### config.mk
export PLATFORM = sky130hd
export DESIGN_NAME = agc_stream_packer
export DESIGN_NICKNAME = d
export VERILOG_FILES = /design/src/rtl/agc_pack_pkg.sv /design/src/rtl/agc_pack_fifo.sv /design/src/rtl/agc_stream_packer.sv
export SDC_FILE = /design/constraint.sdc
export NUM_CORES = 1
export LEC_CHECK = 0
export BUFFER_PORTS_ARGS = -buffer_cell sky130_fd_sc_hd__buf_2
export CAP_MARGIN = 10
export CORE_UTILIZATION = 63
export CTS_CLUSTER_DIAMETER = 150
export DETAILED_ROUTE_END_ITERATION = 7
export PLACE_DENSITY = 0.83
export SKIP_LAST_GASP = 1
export SYNTH_ARGS = -nofsm -noshare
export SYNTH_HDL_FRONTEND = slang
export SYNTH_SLANG_ARGS = --single-unit
### constraint.sdc
create_clock -name aclk -period 13.3 [get_ports aclk]
set_clock_uncertainty 0.1 [all_clocks]
set_input_delay 1.995 -clock aclk [delete_from_list [all_inputs] [get_ports aclk]]
set_output_delay 1.995 -clock aclk [all_outputs]
set_load 0.03 [all_outputs]
### src/rtl/agc_pack_pkg.sv
// Shared widths and FIFO entry layout for the AGC stream packer.
// No logic here: types and constants only.
package agc_pack_pkg;

    localparam int SAMPLE_BITS     = 5;
    localparam int SAMPLES_PER_CLK = 8;
    localparam int IN_W            = SAMPLE_BITS * SAMPLES_PER_CLK;
    localparam int OUT_W           = 128;
    localparam int ACC_W           = 168;

    typedef struct packed {
        logic             tlast;
        logic [OUT_W-1:0] tdata;
    } fifo_entry_t;

endpackage

### src/rtl/agc_pack_fifo.sv
// First-word-fall-through FIFO; rd_dat is 0 while empty. Latency: write to rd_vld 1 clk.
// Backpressure: caller must not write when full unless it pops in the same cycle.
module agc_pack_fifo #(
    parameter int W     = 128,
    parameter int DEPTH = 4
) (
    input  logic         aclk,
    input  logic         aresetn,
    input  logic         wr_vld,
    input  logic [W-1:0] wr_dat,
    output logic         full,
    input  logic         rd_rdy,
    output logic         rd_vld,
    output logic [W-1:0] rd_dat
);
    localparam int AW = $clog2(DEPTH);

    logic [W-1:0] mem [DEPTH];
    logic [AW:0]  wr_ptr;
    logic [AW:0]  rd_ptr;
    logic         empty;

    assign empty  = (wr_ptr == rd_ptr);
    assign full   = (wr_ptr[AW] != rd_ptr[AW]) && (wr_ptr[AW-1:0] == rd_ptr[AW-1:0]);
    assign rd_vld = ~empty;
    assign rd_dat = empty ? '0 : mem[rd_ptr[AW-1:0]];

    always_ff @(posedge aclk) begin
        if (!aresetn) begin
            wr_ptr <= '0;
            rd_ptr <= '0;
        end else begin
            if (wr_vld)
                wr_ptr <= wr_ptr + 1'b1;
            if (rd_rdy && !empty)
                rd_ptr <= rd_ptr + 1'b1;
        end
    end

    // Storage carries no reset; the empty gate on rd_dat hides stale contents.
    always_ff @(posedge aclk) begin
        if (wr_vld)
            mem[wr_ptr[AW-1:0]] <= wr_dat;
    end

endmodule

### src/rtl/agc_stream_packer.sv
// Gearbox 40b/clk AGC samples into 128b AXI4-Stream words (tlast with AGC_PACK_TLAST_EN); dat_i to tvalid 1 clk.
// Backpressure: FWFT FIFO absorbs stalls; a word emitted into a full FIFO is dropped and counted.
module agc_stream_packer #(
    parameter int FIFO_DEPTH  = 4,
    parameter int DROP_CNT_W  = 16,
    parameter int TLAST_BEATS = 5
) (
    input  logic                  aclk,
    input  logic                  aresetn,
    input  logic                  en_i,
    input  logic [39:0]           dat_i,
    input  logic                  clr_i,
    output logic [127:0]          m_axis_tdata,
    output logic                  m_axis_tvalid,
    input  logic                  m_axis_tready,
`ifdef AGC_PACK_TLAST_EN
    output logic                  m_axis_tlast,
`endif
    output logic                  overflow_o,
    output logic [DROP_CNT_W-1:0] drop_count_o
);
    import agc_pack_pkg::*;

    localparam logic [7:0] IN_STEP  = 8'(IN_W);
    localparam logic [7:0] OUT_STEP = 8'(OUT_W);

    if (FIFO_DEPTH < 2 || TLAST_BEATS < 1) begin : g_bad_param
        $error("agc_stream_packer: FIFO_DEPTH must be >=2 and TLAST_BEATS >=1");
    end

    logic [ACC_W-1:0] acc;
    logic [ACC_W-1:0] t;
    logic [7:0]       fill;
    logic             emit;
    logic             fifo_full;
    logic             pop;
    logic             push;
    logic             drop;

    always_comb begin
        t    = acc | (ACC_W'(dat_i) << fill);
        emit = en_i && ((fill + IN_STEP) >= OUT_STEP);
    end

    // fill stays a multiple of 8 and never exceeds 120, so 8 bits hold fill+40.
    always_ff @(posedge aclk) begin
        if (!aresetn || !en_i) begin
            acc  <= '0;
            fill <= '0;
        end else if (emit) begin
            acc  <= t >> OUT_W;
            fill <= fill + IN_STEP - OUT_STEP;
        end else begin
            acc  <= t;
            fill <= fill + IN_STEP;
        end
    end

    assign pop  = m_axis_tvalid & m_axis_tready;
    assign push = emit & (~fifo_full | pop);
    assign drop = emit & fifo_full & ~pop;

`ifdef AGC_PACK_TLAST_EN
    localparam int CNT_W = $clog2(TLAST_BEATS + 1);

    logic [CNT_W-1:0] word_cnt;
    fifo_entry_t      wr_ent;
    fifo_entry_t      rd_ent;

    // Counts every emitted word, dropped or not, so packet framing tracks input beats.
    always_ff @(posedge aclk) begin
        if (!aresetn || !en_i)
            word_cnt <= '0;
        else if (emit)
            word_cnt <= (word_cnt == CNT_W'(TLAST_BEATS - 1)) ? '0 : word_cnt + 1'b1;
    end

    assign wr_ent.tlast  = (word_cnt == CNT_W'(TLAST_BEATS - 1));
    assign wr_ent.tdata  = t[OUT_W-1:0];
    assign m_axis_tdata  = rd_ent.tdata;
    assign m_axis_tlast  = rd_ent.tlast;
`else
    logic [OUT_W-1:0] wr_ent;
    logic [OUT_W-1:0] rd_ent;

    assign wr_ent       = t[OUT_W-1:0];
    assign m_axis_tdata = rd_ent;
`endif

    agc_pack_fifo #(
        .W     ($bits(wr_ent)),
        .DEPTH (FIFO_DEPTH)
    ) u_fifo (
        .aclk    (aclk),
        .aresetn (aresetn),
        .wr_vld  (push),
        .wr_dat  (wr_ent),
        .full    (fifo_full),
        .rd_rdy  (m_axis_tready),
        .rd_vld  (m_axis_tvalid),
        .rd_dat  (rd_ent)
    );

    always_ff @(posedge aclk) begin
        if (!aresetn) begin
            overflow_o   <= 1'b0;
            drop_count_o <= '0;
        end else if (drop) begin
            overflow_o   <= 1'b1;
            if (clr_i)
                drop_count_o <= DROP_CNT_W'(1);
            else if (!(&drop_count_o))
                drop_count_o <= drop_count_o + 1'b1;
        end else if (clr_i) begin
            overflow_o   <= 1'b0;
            drop_count_o <= '0;
        end
    end

endmodule

# Word-level counts from Yosys, hierarchy flattened
# Memory sizes are Yosys's and may differ from the RTL's. A register that Yosys moved wholly into a read port is not among the register bits.
# Cells that the tools add are included.
[op_classes]
n_bitwise = 9
n_mux = 13
n_addsub = 5
n_eq_ne = 4
order_cmp = 1
shifts = 1
reduce_logical = 11
[ops]
columns = ["op", "count"]
rows = [
  ["$or 168x168->168", 1],
  ["$shl 40x8->168", 1],
  ["$mux 128", 1],
  ["$mux 16", 4],
  ["$mux 40", 1],
  ["$add 16x1->16 const B", 1],
  ["$reduce_and 16->1", 1],
  ["$add 8x6->8 const B", 1],
  ["$ge 8x8->1 const B", 1],
  ["$mux 8", 1],
  ["$sub 8x8->8 const B", 1],
  ["$add 3x1->3 const B", 2],
  ["$and 1x1->1", 4],
  ["$mux 1", 4],
  ["$mux 2", 2],
  ["$eq 3x3->1", 1],
  ["$logic_and 1x1->1", 3],
  ["$logic_not 1->1", 3],
  ["$not 1->1", 3],
  ["$eq 2x2->1", 1],
  ["$ne 2x2->1 const B", 1],
  ["$reduce_and 2->1", 1],
  ["$reduce_bool 2->1", 1],
  ["$reduce_or 2->1", 1],
  ["3 further kinds", 3],
]
[totals]
ram_bits = 512
mem_count = 1
elab_cells = 52
register_bits = 199
in_bits = 45
output_inout_bits = 146
[memory_table]
columns = ["memory", "depth", "width", "read_ports", "rd_ports_with_merged_regs", "write_ports", "line_no", "source"]
rows = [
  ["u_fifo.mem", 4, 128, 1, 1, 1, "agc_pack_fifo.sv:18", "logic [W-1:0] mem [DEPTH];"],
]

# Longest topological paths before layout
[logic_depth]
depth_word = 7
ltp_mapped = 8

# Hierarchy
# A second synthesis with hierarchy kept.
[unflattened]
hier_cells = 1823
hier_area_um2 = 29738.5
[by_module_without_submodules]
columns = ["module", "seq_area_each_um2", "n_inst", "area_per_inst_um2", "cells_per_inst"]
rows = [
  ["agc_pack_fifo", 15534.9, 1, 20792.4, 864],
  ["agc_stream_packer", 3803.6, 1, 8946.1, 959],
]

# Worst setup path after synthesis
# No wires, ideal clock.
[synth_timing]
kind = "input-to-reg"
from = "input en_i"
to = "memory u_fifo.mem[0][0] (enable)"
required_time_ps = 12697
arrival_ps = 5495
setup_ps = 503
setup_slack_ps = 7202
stages = 4
path_cell_list = "buf_2 and3b_2 clkbuf_1 and2_1"
[synth_via]
elab_chain_len = 4
[synth_rtl]
columns = ["item", "line_no", "source"]
rows = [
  ["start: declaration", "agc_stream_packer.sv:10", "input logic en_i,"],
  ["$logic_and 1x1->1", "agc_stream_packer.sv:42", "emit = en_i && ((fill + IN_STEP) >= OUT_STEP);"],
  ["$and 1x1->1", "agc_stream_packer.sv:60", "assign push = emit & (~fifo_full | pop);"],
  ["$mux 1", "agc_pack_fifo.sv:42", "if (wr_vld)"],
  ["$mux 1 (implied by the code)", "agc_pack_fifo.sv:43", "mem[wr_ptr[AW-1:0]] <= wr_dat;"],
  ["end: declaration", "agc_pack_fifo.sv:18", ""],
]
# Every way passes these cells.

==> metrics.md <==
| Metric | Value |
|---|---|
| Top_reg_cell synth | edfxtp_1 |
| Endpoints failing hold | 0 |
| Worst R2R Path Depth | 7 |
| Data arrival time of the worst path | 3.50 ns |
| Routed len/inst | 25.41 um |
| Most instantiated cells after synthesis | 512 x edfxtp_1, 220 x and2_1, 198 x dfxtp_1 |
| Met1 WL | 26,800 um |
| Ys async rst share | 0 |
| Clock Sinks | 710 |
| Initial antenna violation count | 4 |
| Post_cts resized | 0 |
| GPL Wtd Cong | 0.9095 |
| Post-synth cell types | 58 |
| GRT Resource Usage Total | 0.2913 |
| Port Buf Inserts | 190 |
| Crit Path Class | flip-flop to primary output |
| Gr ovfl total | 0 |
| Clock H-tree levels | 3 |
| Max cap viols | 0 |
| Placed cells | 2,496 |
| Setup TNS | 0 ns |
| Hold Buf Count CTS | 0 |
| Layout Cells excl Fill | 2,627 |
| Layout cells sized above 1 | 0.2514 |
| Most frequent cell after synthesis | edfxtp_1 |
| First-pass GRT wire length | 100,400 um |
| Via/cell ratio | 6.367 |
| Area occupied by multi-input gates | 8518 sq um |
| Clk buf depth | 3 |
| Critical Path End | m_axis_tdata[107] |
| Overall power | 5.152 mW |
| Leak pwr | 12.36 nW |
| Post-synthesis mux area share | 0.1245 |
| DRT Pass-1 Iters | 5 |
| FF-to-FF End | u_fifo.mem[3][102] |
| Pin count of the biggest net entering global routing | 99 |
| Post-route minimum period | 5.596 ns |
| Tcrit/Tclk final | 0.4207 |
| Post-synth EDFFs | 512 |
| Yosys synthesis warning count | 0 |
| Worst-Skew Late Latency | 0.60 ns |
| Chip height | 213.9 um |
| Syn Nets | 1,858 |
| Storage cell area | 19,350 sq um |
| Drt drc | 0 |
| Fin nets | 2,029 |
| Vias | 16,726 |
| Mapped Cells | 1,806 |
| CP Cell Sequence | buf_4 > buf_4 > mux4_2 > and2_1 > buf_2 |
| Most used cell, CP | buf_4 |
| Leading area contributor after synthesis | edfxtp_1 |
| Type of element launching the critical path | flip-flop |
| DIE WIDTH | 213.9 um |
| Compound-Gate Fraction of Synth Area | 0.08535 |
| Setup violators final | 0 |
| Worst path max stage delay | 0.73 ns |
| RSZ-0062 raised after global routing | false |
| Reg2Reg Setup Slack | 8.80 ns |
| Post-synthesis simple-gate area fraction | 0.08323 |
| Hold slack | 0.3641 ns |
| Top Family by Delay on Critical Path | buffers and inverters |
| Post-synthesis sequential area ratio | 0.6835 |
| Vias in the first global route | 16,208 |
| Post-DP HPWL | 41,480 um |
| FF+latch count, synth | 710 |
| Critical Path Sink Type | primary output |
| DRT iter0 DRCs | 1,831 |
| Antenna-violating nets left | 0 |
| Met3 wire length | 5317 um |
| Critical R2R Launch | fill[3] |
| CP max FO | 41 |
| CTS tree | done |
| Hold Crit Start | acc[146] |
| Post-Route WL | 66,760 um |
| Uppermost layer routed | met5 |
| Die ar. | 45,760 sq um |
| Num CTS Buffers | 69 |
| Postcts setup bufs | 0 |
| Bufs and invs on worst path | 3 |
| Post-route design area | 32,020 sq um |
| Status | completed |
| Max Freq | 0.1787 GHz |
| Largest family of logic cells by synthesized area | multiplexers |
| DR WL met2 | 32,120 um |
| Share of the synthesized area in the top cell type | 0.5434 |
| Post-Synth XOR/XNOR Area | 0.003361 |
| Cell area after synthesis | 28,290 sq um |
| Adder-Cell Fraction of Synth Area | 0.003096 |
| Syn avg cell area | 15.67 sq um |
| Fin. max-slew vios | 0 |
| Hold Path Class | flip-flop to flip-flop |
| Area delta synth->final | 13.17% |
| PD cells | 160.9 nW/um^2 |
| Synth area leaders | edfxtp_1 54%, dfxtp_1 14%, mux4_2 10% |
| Row Count | 77 |
| Filler instances | 2,704 |
| Root buffer cell | clkbuf_16 |
| CTS clk-pin slew, worst paths | 0.06 ns |
| Worst Tran Pin Value | 1.228 ns |
| Critical Path Stages | 5 |
| Peak VDD IR | 0.1241 mV |
| Max_slew headroom | 0.1785 |
| Core area | 44,220 sq um |
| CP Data Required Time | 11.20 ns |
| I/O Pins | 191 |
| Worst path slowest cell | buf_4 |
| Starting Density | 0.6398 |
| Placed cell area | 29,730 sq um |
[flip-flops by register name, indices dropped and copies added, names as in the netlist, named ones only]
signal and flops:
acc 168, drop_count_o 16, fill 5, overflow_o 1, u_fifo.mem 512, u_fifo.rd_ptr 3
u_fifo.wr_ptr 3
[final cells by class]
cell class	instances	share of cell area
repair buffers	212	0.03497
well taps	592	0.02313
inverters	6	0.0007034
clock inverters	35	0.009925
flip-flops and latches	710	0.6043
clock buffers	92	0.06080
multi-input cells	978	0.2660
diodes	2	0.0001563
[per-stage QoR]
step | setup slack (ns) | util
global route | 7.326 | 0.7241
detailed placement | 8.149 | 0.6723
finish | 7.704 | 0.7241
CTS | 7.543 | 0.7235
floorplan | 7.202 | -
global placement | 8.184 | 0.6723
[cell families (layout without fill, tap and decap cells)]
logic type / after synthesis / in the layout
muxes: 187 / 187
and+or+nand+nor: 425 / 425
xor gates and xnor gates: 10 / 10
buffers and inverters: 118 / 345
AOI/OAI and AO/OA: 348 / 348
DFF: 710 / 710
other: 1 / 3
adders and majority gates: 7 / 7
[worst min path at each step]
stage	end	slack, ns	cells past startpoint
CTS	acc[156]	0.37	2
finish	acc[146]	0.36	2
global route	acc[134]	0.39	2
global placement	acc[152]	0.34	2
detailed placement	acc[156]	0.35	2
floorplan	acc[128]	0.33	2
[worst register-to-register path, delay by kind of cell, from the launching register on]
kind | cells | cell delay, ns
fa+ha+maj | 1 | 0.31
xor+xnor | 1 | 0.52
flops | 1 | 0.31
simple gates | 1 | 0.58
compound gates | 1 | 0.10
buf+inv | 3 | 2.12
[cell usage in the layout (no fill, tap or decap), types with 11 or more instances in the layout]
cell       synthesis  layout
dfxtp_1          198     194
clkbuf_1          85      13
mux4_2           128     128
a21oi_1           70      69
o2bb2ai_1         16      16
o21bai_1          16      16
edfxtp_1         512     512
o21ai_0           50      50
clkbuf_16          0      72
a21o_1            89      89
mux2_2            40      40
mux2i_1           19      19
nand3_1           13      13
clkinv_2           0      11
o22ai_1           16      16
buf_4              0      20
nand2_1           67      67
a22o_1            40      40
and2_1           220     217
buf_2             20     190
nor2_1            68      67
a22oi_1           16      16
a221o_1           16      16
[per-layer routing]
layer | vias up | GRT usage
met5 | - | 0
met2 | 784 | 0.4576
met1 | 8506 | 0.4077
met4 | 4 | 0.1173
li1 | 7295 | -
met3 | 137 | 0.05330
[where the power goes]
part | leakage [nW] | switching, mW | internal, mW
combinational | 4.53 | 0.491 | 0.272
clock | 1.11 | 0.815 | 1.12
sequential | 6.73 | 0.0291 | 2.43
total | 12.4 | 1.34 | 3.82
Note: power is estimated with default switching activity, not from simulation.
